<file path="config.mk">
export PLATFORM = sky130hd
export DESIGN_NAME = sdram_load_arbiter
export DESIGN_NICKNAME = d
export VERILOG_FILES = /design/src/rtl/sdram_arb_pkg.sv /design/src/rtl/ld_buffer.sv /design/src/rtl/sdram_load_arbiter.sv
export SDC_FILE = /design/constraint.sdc
export NUM_CORES = 1
export LEC_CHECK = 0
export CAP_MARGIN = 25
export CORE_ASPECT_RATIO = 1.25
export CORE_MARGIN = 1
export CORE_UTILIZATION = 44
export DETAILED_ROUTE_END_ITERATION = 10
export GPL_ROUTABILITY_DRIVEN = 0
export PLACE_DENSITY = 0.87
export SLEW_MARGIN = 10
export SYNTH_ARGS = -nofsm -noshare
export SYNTH_HDL_FRONTEND = slang
export SYNTH_SLANG_ARGS = --single-unit
export TNS_END_PERCENT = 10
</file>
<file path="constraint.sdc">
create_clock -name i_clk_sys -period 5.3 [get_ports i_clk_sys]
set_input_delay 1.06 -clock i_clk_sys [delete_from_list [all_inputs] [get_ports i_clk_sys]]
set_output_delay 1.06 -clock i_clk_sys [all_outputs]
set_load 0.01 [all_outputs]
</file>
<file path="src/rtl/sdram_arb_pkg.sv">
// Shared types and constants for the SDRAM load arbiter.
package sdram_arb_pkg;

  typedef enum logic [1:0] {
    IDLE = 2'd0,
    CORE = 2'd1,
    LOAD = 2'd2
  } arb_state_t;

  localparam logic [3:0] SEL_HI      = 4'b1100;
  localparam logic [3:0] SEL_LO      = 4'b0011;
  localparam logic [2:0] CTI_CLASSIC = 3'b000;
  localparam logic [2:0] CTI_EOB     = 3'b111;

  // Map a loader 32-bit word offset onto the SDRAM byte address space.
  // The sum is 26 bits wide so any overflow simply wraps.
  function automatic logic [25:0] ld_to_ram_adr(input logic [25:0] base,
                                                input logic [21:0] word_ofs);
    return base + {2'b00, word_ofs, 2'b00};
  endfunction

endpackage

</file>
<file path="src/rtl/ld_buffer.sv">
// One-entry capture register for loader writes. Holds the pending 16-bit
// word, drives ioctl_wait back-pressure and flags writes that arrive while
// a word is still pending.
module ld_buffer
  import sdram_arb_pkg::*;
(
  input  logic        i_clk,
  input  logic        i_reset,
  input  logic        i_ld_en,
  input  logic        i_ld_wr,
  input  logic [24:0] i_ld_addr,
  input  logic [15:0] i_ld_dat,
  input  logic        i_release,
  output logic        o_ld_wait,
  output logic        o_overrun,
  output logic [22:0] o_addr,
  output logic [15:0] o_dat
);

  logic        r_full;
  logic [22:0] r_addr;
  logic [15:0] r_dat;
  logic        w_wr;
  logic        w_capture;
  logic        w_unused_addr;

  // Only byte-address bits [23:1] matter: bit 0 is implied by 16-bit words
  // and bit 24 is beyond the loader window.
  assign w_unused_addr = i_ld_addr[24] ^ i_ld_addr[0];

  assign w_wr      = i_ld_wr & i_ld_en;
  assign w_capture = w_wr & ~r_full;
  assign o_overrun = w_wr & r_full;

  // Capture a word when empty; drop the pending word once the arbiter is done with it.
  always_ff @(posedge i_clk or posedge i_reset) begin
    if (i_reset) begin
      r_full <= 1'b0;
      r_addr <= '0;
      r_dat  <= '0;
    end else if (w_capture) begin
      r_full <= 1'b1;
      r_addr <= i_ld_addr[23:1];
      r_dat  <= i_ld_dat;
    end else if (i_release) begin
      r_full <= 1'b0;
    end
  end

  // Back-pressure is exactly "a word is pending".
  assign o_ld_wait = r_full;
  assign o_addr    = r_addr;
  assign o_dat     = r_dat;

endmodule

</file>
<file path="src/rtl/sdram_load_arbiter.sv">
// Wishbone arbiter sharing the SDRAM port between the core and the HPS ROM
// loader. The loader wins ties in IDLE, but a core cycle is never cut short.
module sdram_load_arbiter
  import sdram_arb_pkg::*;
#(
  parameter logic [25:0] LD_BASE     = 26'h0400000,
  parameter int          ACK_TIMEOUT = 1023,
  parameter int          CNT_W       = 24
) (
  input  logic             i_clk_sys,
  input  logic             i_reset,
  input  logic             i_core_cyc,
  input  logic             i_core_stb,
  input  logic             i_core_we,
  input  logic [3:0]       i_core_sel,
  input  logic [24:0]      i_core_adr,
  input  logic [31:0]      i_core_dat_o,
  input  logic [2:0]       i_core_cti,
  output logic             o_core_ack,
  input  logic             i_ld_en,
  input  logic             i_ld_wr,
  input  logic [24:0]      i_ld_addr,
  input  logic [15:0]      i_ld_dat,
  output logic             o_ld_wait,
  output logic [CNT_W-1:0] o_ld_words,
  output logic             o_ld_err,
  output logic             o_ram_cyc,
  output logic             o_ram_stb,
  output logic             o_ram_we,
  output logic [3:0]       o_ram_sel,
  output logic [25:0]      o_ram_adr,
  output logic [31:0]      o_ram_dat,
  output logic [2:0]       o_ram_cti,
  input  logic             i_ram_ack,
  output logic             o_owner
);

  localparam logic [9:0] TO_LAST = 10'(ACK_TIMEOUT - 1);

  arb_state_t       r_state;
  arb_state_t       w_state_next;
  logic [9:0]       r_to_cnt;
  logic [CNT_W-1:0] r_ld_words;
  logic             r_ld_err;
  logic             r_ld_en_d;

  logic             w_ld_wait;
  logic             w_overrun;
  logic [22:0]      w_buf_addr;
  logic [15:0]      w_buf_dat;
  logic             w_ld_done;
  logic             w_timeout;
  logic             w_release;
  logic             w_ld_rise;
  logic             w_unused_core;

  // The SDRAM byte address is 26 bits, so core word-address bit 24 cannot reach it.
  assign w_unused_core = i_core_adr[24];

  assign w_ld_done = (r_state == LOAD) & i_ram_ack;
  assign w_timeout = (r_state == LOAD) & ~i_ram_ack & (r_to_cnt == TO_LAST);
  assign w_release = w_ld_done | w_timeout;
  assign w_ld_rise = i_ld_en & ~r_ld_en_d;

  ld_buffer u_ld_buffer (
    .i_clk     (i_clk_sys),
    .i_reset   (i_reset),
    .i_ld_en   (i_ld_en),
    .i_ld_wr   (i_ld_wr),
    .i_ld_addr (i_ld_addr),
    .i_ld_dat  (i_ld_dat),
    .i_release (w_release),
    .o_ld_wait (w_ld_wait),
    .o_overrun (w_overrun),
    .o_addr    (w_buf_addr),
    .o_dat     (w_buf_dat)
  );

  // Grant state register.
  always_ff @(posedge i_clk_sys or posedge i_reset) begin
    if (i_reset) r_state <= IDLE;
    else         r_state <= w_state_next;
  end

  // Grant decisions: loader first from IDLE, core keeps the bus for its whole cycle.
  always_comb begin
    w_state_next = r_state;
    case (r_state)
      IDLE: begin
        if (w_ld_wait)                     w_state_next = LOAD;
        else if (i_core_cyc && i_core_stb) w_state_next = CORE;
      end
      CORE:    if (!i_core_cyc) w_state_next = IDLE;
      LOAD:    if (w_release)   w_state_next = IDLE;
      default: w_state_next = IDLE;
    endcase
  end

  // Cycles spent waiting for the loader ack; restarts on every LOAD entry.
  always_ff @(posedge i_clk_sys or posedge i_reset) begin
    if (i_reset)               r_to_cnt <= '0;
    else if (r_state == LOAD)  r_to_cnt <= r_to_cnt + 10'd1;
    else                       r_to_cnt <= '0;
  end

  // Loader bookkeeping: completed-write counter, sticky error, ld_en edge detect.
  always_ff @(posedge i_clk_sys or posedge i_reset) begin
    if (i_reset) begin
      r_ld_words <= '0;
      r_ld_err   <= 1'b0;
      r_ld_en_d  <= 1'b0;
    end else begin
      r_ld_en_d <= i_ld_en;
      if (w_ld_rise)      r_ld_words <= '0;
      else if (w_ld_done) r_ld_words <= r_ld_words + {{(CNT_W-1){1'b0}}, 1'b1};
      if (w_overrun || w_timeout) r_ld_err <= 1'b1;
      else if (w_ld_rise)         r_ld_err <= 1'b0;
    end
  end

  // SDRAM port mux: driven purely by the current grant, quiet in IDLE.
  always_comb begin
    o_ram_cyc  = 1'b0;
    o_ram_stb  = 1'b0;
    o_ram_we   = 1'b0;
    o_ram_sel  = 4'b0000;
    o_ram_adr  = '0;
    o_ram_dat  = '0;
    o_ram_cti  = CTI_CLASSIC;
    o_core_ack = 1'b0;
    case (r_state)
      CORE: begin
        o_ram_cyc  = i_core_cyc;
        o_ram_stb  = i_core_stb;
        o_ram_we   = i_core_we;
        o_ram_sel  = i_core_sel;
        o_ram_adr  = {i_core_adr[23:0], 2'b00};
        o_ram_dat  = i_core_dat_o;
        o_ram_cti  = i_core_cti;
        o_core_ack = i_ram_ack;
      end
      LOAD: begin
        o_ram_cyc = 1'b1;
        o_ram_stb = 1'b1;
        o_ram_we  = 1'b1;
        o_ram_sel = w_buf_addr[0] ? SEL_HI : SEL_LO;
        o_ram_adr = ld_to_ram_adr(LD_BASE, w_buf_addr[22:1]);
        o_ram_dat = {w_buf_dat, w_buf_dat};
        o_ram_cti = CTI_CLASSIC;
      end
      default: ;
    endcase
  end

  assign o_ld_wait  = w_ld_wait;
  assign o_ld_words = r_ld_words;
  assign o_ld_err   = r_ld_err;
  assign o_owner    = (r_state == LOAD);

endmodule

</file>
==> results.sh <==
export IMPL_die_area_sq_um=9836
export IMPL_min_from="r_to_cnt[0]"
export IMPL_vdd_ir_drop_max_mv=0.2429
export IMPL_synth_seq_area_share=0.4699
export IMPL_grt_max_degree=63
export IMPL_ys_ff_latch=78
export IMPL_htreeDepth=3
export IMPL_hold_ws_ns=0.5051
export IMPL_final_area_sq_um=6630
export IMPL_min_delay_path_class="reg2reg"
export IMPL_setup_tns_final_ns=0
export IMPL_status="complete, no violations"
export IMPL_nets=696
export IMPL_grt_pass1_wl_um=19340
export IMPL_vias_per_cell=5.602
export IMPL_routed_wl_um=12000
export IMPL_pwr_share_comb=0.422
export IMPL_overflow=0
export IMPL_rsz0062_at_grt="false"
export IMPL_r2r_end="o_ld_words[16]"
export IMPL_hold_end="r_to_cnt[0]"
export IMPL_syn_area_per_cell_sq_um=10.90
export IMPL_ctsHoldBuffers=0
export IMPL_syn_area_sq_um=4154
export IMPL_synth_cells=381
export IMPL_placed_area_sq_um=6259
export IMPL_die_h_um=110.6
export IMPL_synth_area_leaders="dfrtp_1 (47%), a22o_1 (12%), mux2_2 (11%)"
export IMPL_first_global_vias=4053
export IMPL_grt_usage=0.2530
export IMPL_hold_path_depth=1
export IMPL_p_int_w=0.001904
export IMPL_clockBufferDepth=2
export IMPL_p_leak_nw=2.702
export IMPL_setup_violations=0
export IMPL_root_buffer="clkbuf_16"
export IMPL_portBuffers=203
export IMPL_switching_share=0.3072
export IMPL_r2r_cells=7
export IMPL_coreArea_sq_um=9174
export IMPL_synth_distinct_cells=46
export IMPL_fillers=665
export IMPL_area_growth_pct=59.61
export IMPL_vias=3938
export IMPL_arrival_ns=2.71
export IMPL_ioPinCount=209
export IMPL_critPathMaxFanout=49
export IMPL_finalMaxSlewViolations=0
export IMPL_rows=39
export IMPL_critical_path_required_ns=4.24
export IMPL_cts_resized=0
export IMPL_seq_power_share=0.334
export IMPL_path_clk_slew_ns=0.05
export IMPL_synth_top_cell_by_area="dfrtp_1"
export IMPL_wl_per_cell_um=17.07
export IMPL_cp_end_kind="output port"
export IMPL_final_period_utilization=0.7107
export IMPL_slew_headroom=0.3969
export IMPL_clk_latency_ns=0.34
export IMPL_antenna_cells=0
export IMPL_die_w_um=88.91
export IMPL_synth_top_cell_area_share=0.4699
export IMPL_pwr_share_clk=0.244
export IMPL_worstMarginPinSlew_ns=0.9020
export IMPL_clock_sinks=78
export IMPL_path_class="reg2out"
export IMPL_antenna_found_initial=0
export IMPL_tritoncts="done"
export IMPL_drive_gt1_frac=0.1172
export IMPL_fmax_mhz=265.5
export IMPL_r2r_start="r_state[0]"
export IMPL_postRouteAntennaNets=0
export IMPL_drc=0
export IMPL_drtPass1Iterations=4
export IMPL_start_util=0.4528
export IMPL_drt_initial_drc_count=151
export IMPL_clock_skew_ns=0.007394
export IMPL_ys_warn_count=0
export IMPL_cts_buffers=9
export IMPL_p_per_area_nw_per_um2=414.6
export IMPL_fin_crit_ns=3.767
export IMPL_start_kind="flip-flop"
export IMPL_rrSetupSlack_ns=2.75
export IMPL_dp_hpwl_um=8534
export IMPL_cap_violations=0
export IMPL_p_sw_w=0.0008443
export IMPL_finalHoldViolCount=0
export IMPL_cts_setup_buffers=0
-- worst max path at each step --
stage,slack (ns),cells after the start,endpoint,from
floorplan,2.24,1,o_ld_err,i_reset
global placement,1.55,5,o_ram_dat[3],r_state[0]
detailed placement,1.43,5,o_ram_dat[19],r_state[0]
CTS,1.06,5,o_ram_adr[12],r_state[0]
global route,1.37,6,o_ram_dat[9],r_state[0]
finish,1.53,6,o_ram_adr[12],r_state[0]
-- flip-flops by register name (all words and copies together) (netlist names) --
name,flops
o_ld_words,24
u_ld_buffer.o_ld_wait,1
o_ld_err,1
r_to_cnt,10
u_ld_buffer.o_addr,23
r_ld_en_d,1
r_state,2
u_ld_buffer.o_dat,16
-- critical path, stage by stage (launching register included) --
cell,delay [ns]
dfrtp_1,0.39
inv_1,0.08
ha_1,0.48
and2_2,0.37
buf_12,0.27
a22o_1,0.20
clkdlybuf4s50_1,0.55
-- placed cells by master, fill, tap and decap left out, types with 3 or more instances in the layout --
| master | Yosys | routed |
|---|---|---|
| clkdlybuf4s50_1 | 0 | 203 |
| dfrtp_1 | 78 | 78 |
| a22o_1 | 56 | 56 |
| mux2_2 | 39 | 39 |
| nand2_1 | 28 | 28 |
| a21oi_1 | 16 | 16 |
| and2_1 | 15 | 13 |
| o31ai_1 | 12 | 12 |
| or4_1 | 12 | 12 |
| clkbuf_16 | 0 | 9 |
| nand3_1 | 8 | 8 |
| o21ai_0 | 8 | 8 |
| nor2_1 | 8 | 8 |
| xor2_1 | 7 | 7 |
| ha_1 | 7 | 7 |
| nor2b_1 | 6 | 6 |
| and3_1 | 6 | 6 |
| xnor2_1 | 6 | 6 |
| inv_1 | 6 | 5 |
| nand4_1 | 4 | 4 |
| or3_1 | 4 | 4 |
| buf_4 | 3 | 4 |
| o2111ai_1 | 3 | 3 |
-- cells in the mapped netlist (all sizes together) --
| cell type | instances |
|---|---|
| and2 | 15 |
| nand3 | 9 |
| nor3 | 2 |
| clkbuf | 15 |
| nor2b | 6 |
| xor2 | 7 |
| a41o | 2 |
| nand2 | 29 |
| o31ai | 12 |
| a211oi | 1 |
| a21bo | 1 |
| or4 | 12 |
| o2111a | 1 |
| and3 | 6 |
| a221o | 1 |
| nand2b | 1 |
| a222oi | 1 |
| a21boi | 1 |
| or3 | 5 |
| xnor2 | 6 |
| conb | 1 |
| o21ai | 9 |
| mux2i | 1 |
| nand3b | 1 |
| nor3b | 1 |
| inv | 6 |
| mux2 | 40 |
| and4 | 3 |
| a22o | 56 |
| nor2 | 8 |
| a31oi | 2 |
| a21oi | 16 |
| ha | 7 |
| o2111ai | 4 |
| dfrtp | 78 |
| buf | 11 |
| nand4 | 4 |
-- power groups by stage --
stage / clock [W] / combinational [W] / sequential, W
floorplan: 0 / 0.000610 / 0.000877
global placement: 0 / 0.00111 / 0.000914
detailed placement: 0 / 0.00114 / 0.000923
CTS: 0.000681 / 0.00115 / 0.000917
global route: 0.000708 / 0.00125 / 0.000940
finish: 0.000672 / 0.00116 / 0.000917
-- area by class of cell --
class,count,area (sq um),area share
repair buffers,209,2102,0.3170
multi-input cells,272,2074,0.3129
inverters,6,23.77,0.003586
well taps,123,153.9,0.02321
clock inverters,3,67.56,0.01019
flip-flops and latches,78,1952,0.2944
clock buffers,12,256.5,0.03869
-- cell families (layout without fill, tap and decap cells) --
kind of cell,Yosys count,in the layout,share of synthesized area
buf+inv,32,230,0.03223
compound gates,107,107,0.2012
simple gates,102,102,0.1365
xor+xnor,13,13,0.02741
other cells,1,2,0.0009027
flops,78,78,0.4699
fa+ha+maj,7,7,0.02108
mux,41,41,0.1108
-- metrics by stage --
| step | total power, W | util | cells | worst slack, ns |
|---|---|---|---|---|
| 6_report | 0.002749 | 0.7227 | 703 | 1.533 |
| 5_1_grt | 0.002893 | 0.7227 | 703 | 1.371 |
| 4_1_cts | 0.002750 | 0.7175 | 700 | 1.061 |
| 3_5_place_dp | 0.002065 | 0.6822 | 685 | 1.430 |
| 3_3_place_gp | 0.002022 | 0.6822 | 685 | 1.552 |
| 2_1_floorplan | 0.001487 | - | 382 | 2.245 |
-- metal layers --
metal  wire [um]  GRT usage
met1        4596     0.2870
met2        6316     0.4508
met3         926    0.06726
met4         163    0.07849
met5           0          0
(Power assumes the default switching activity.)
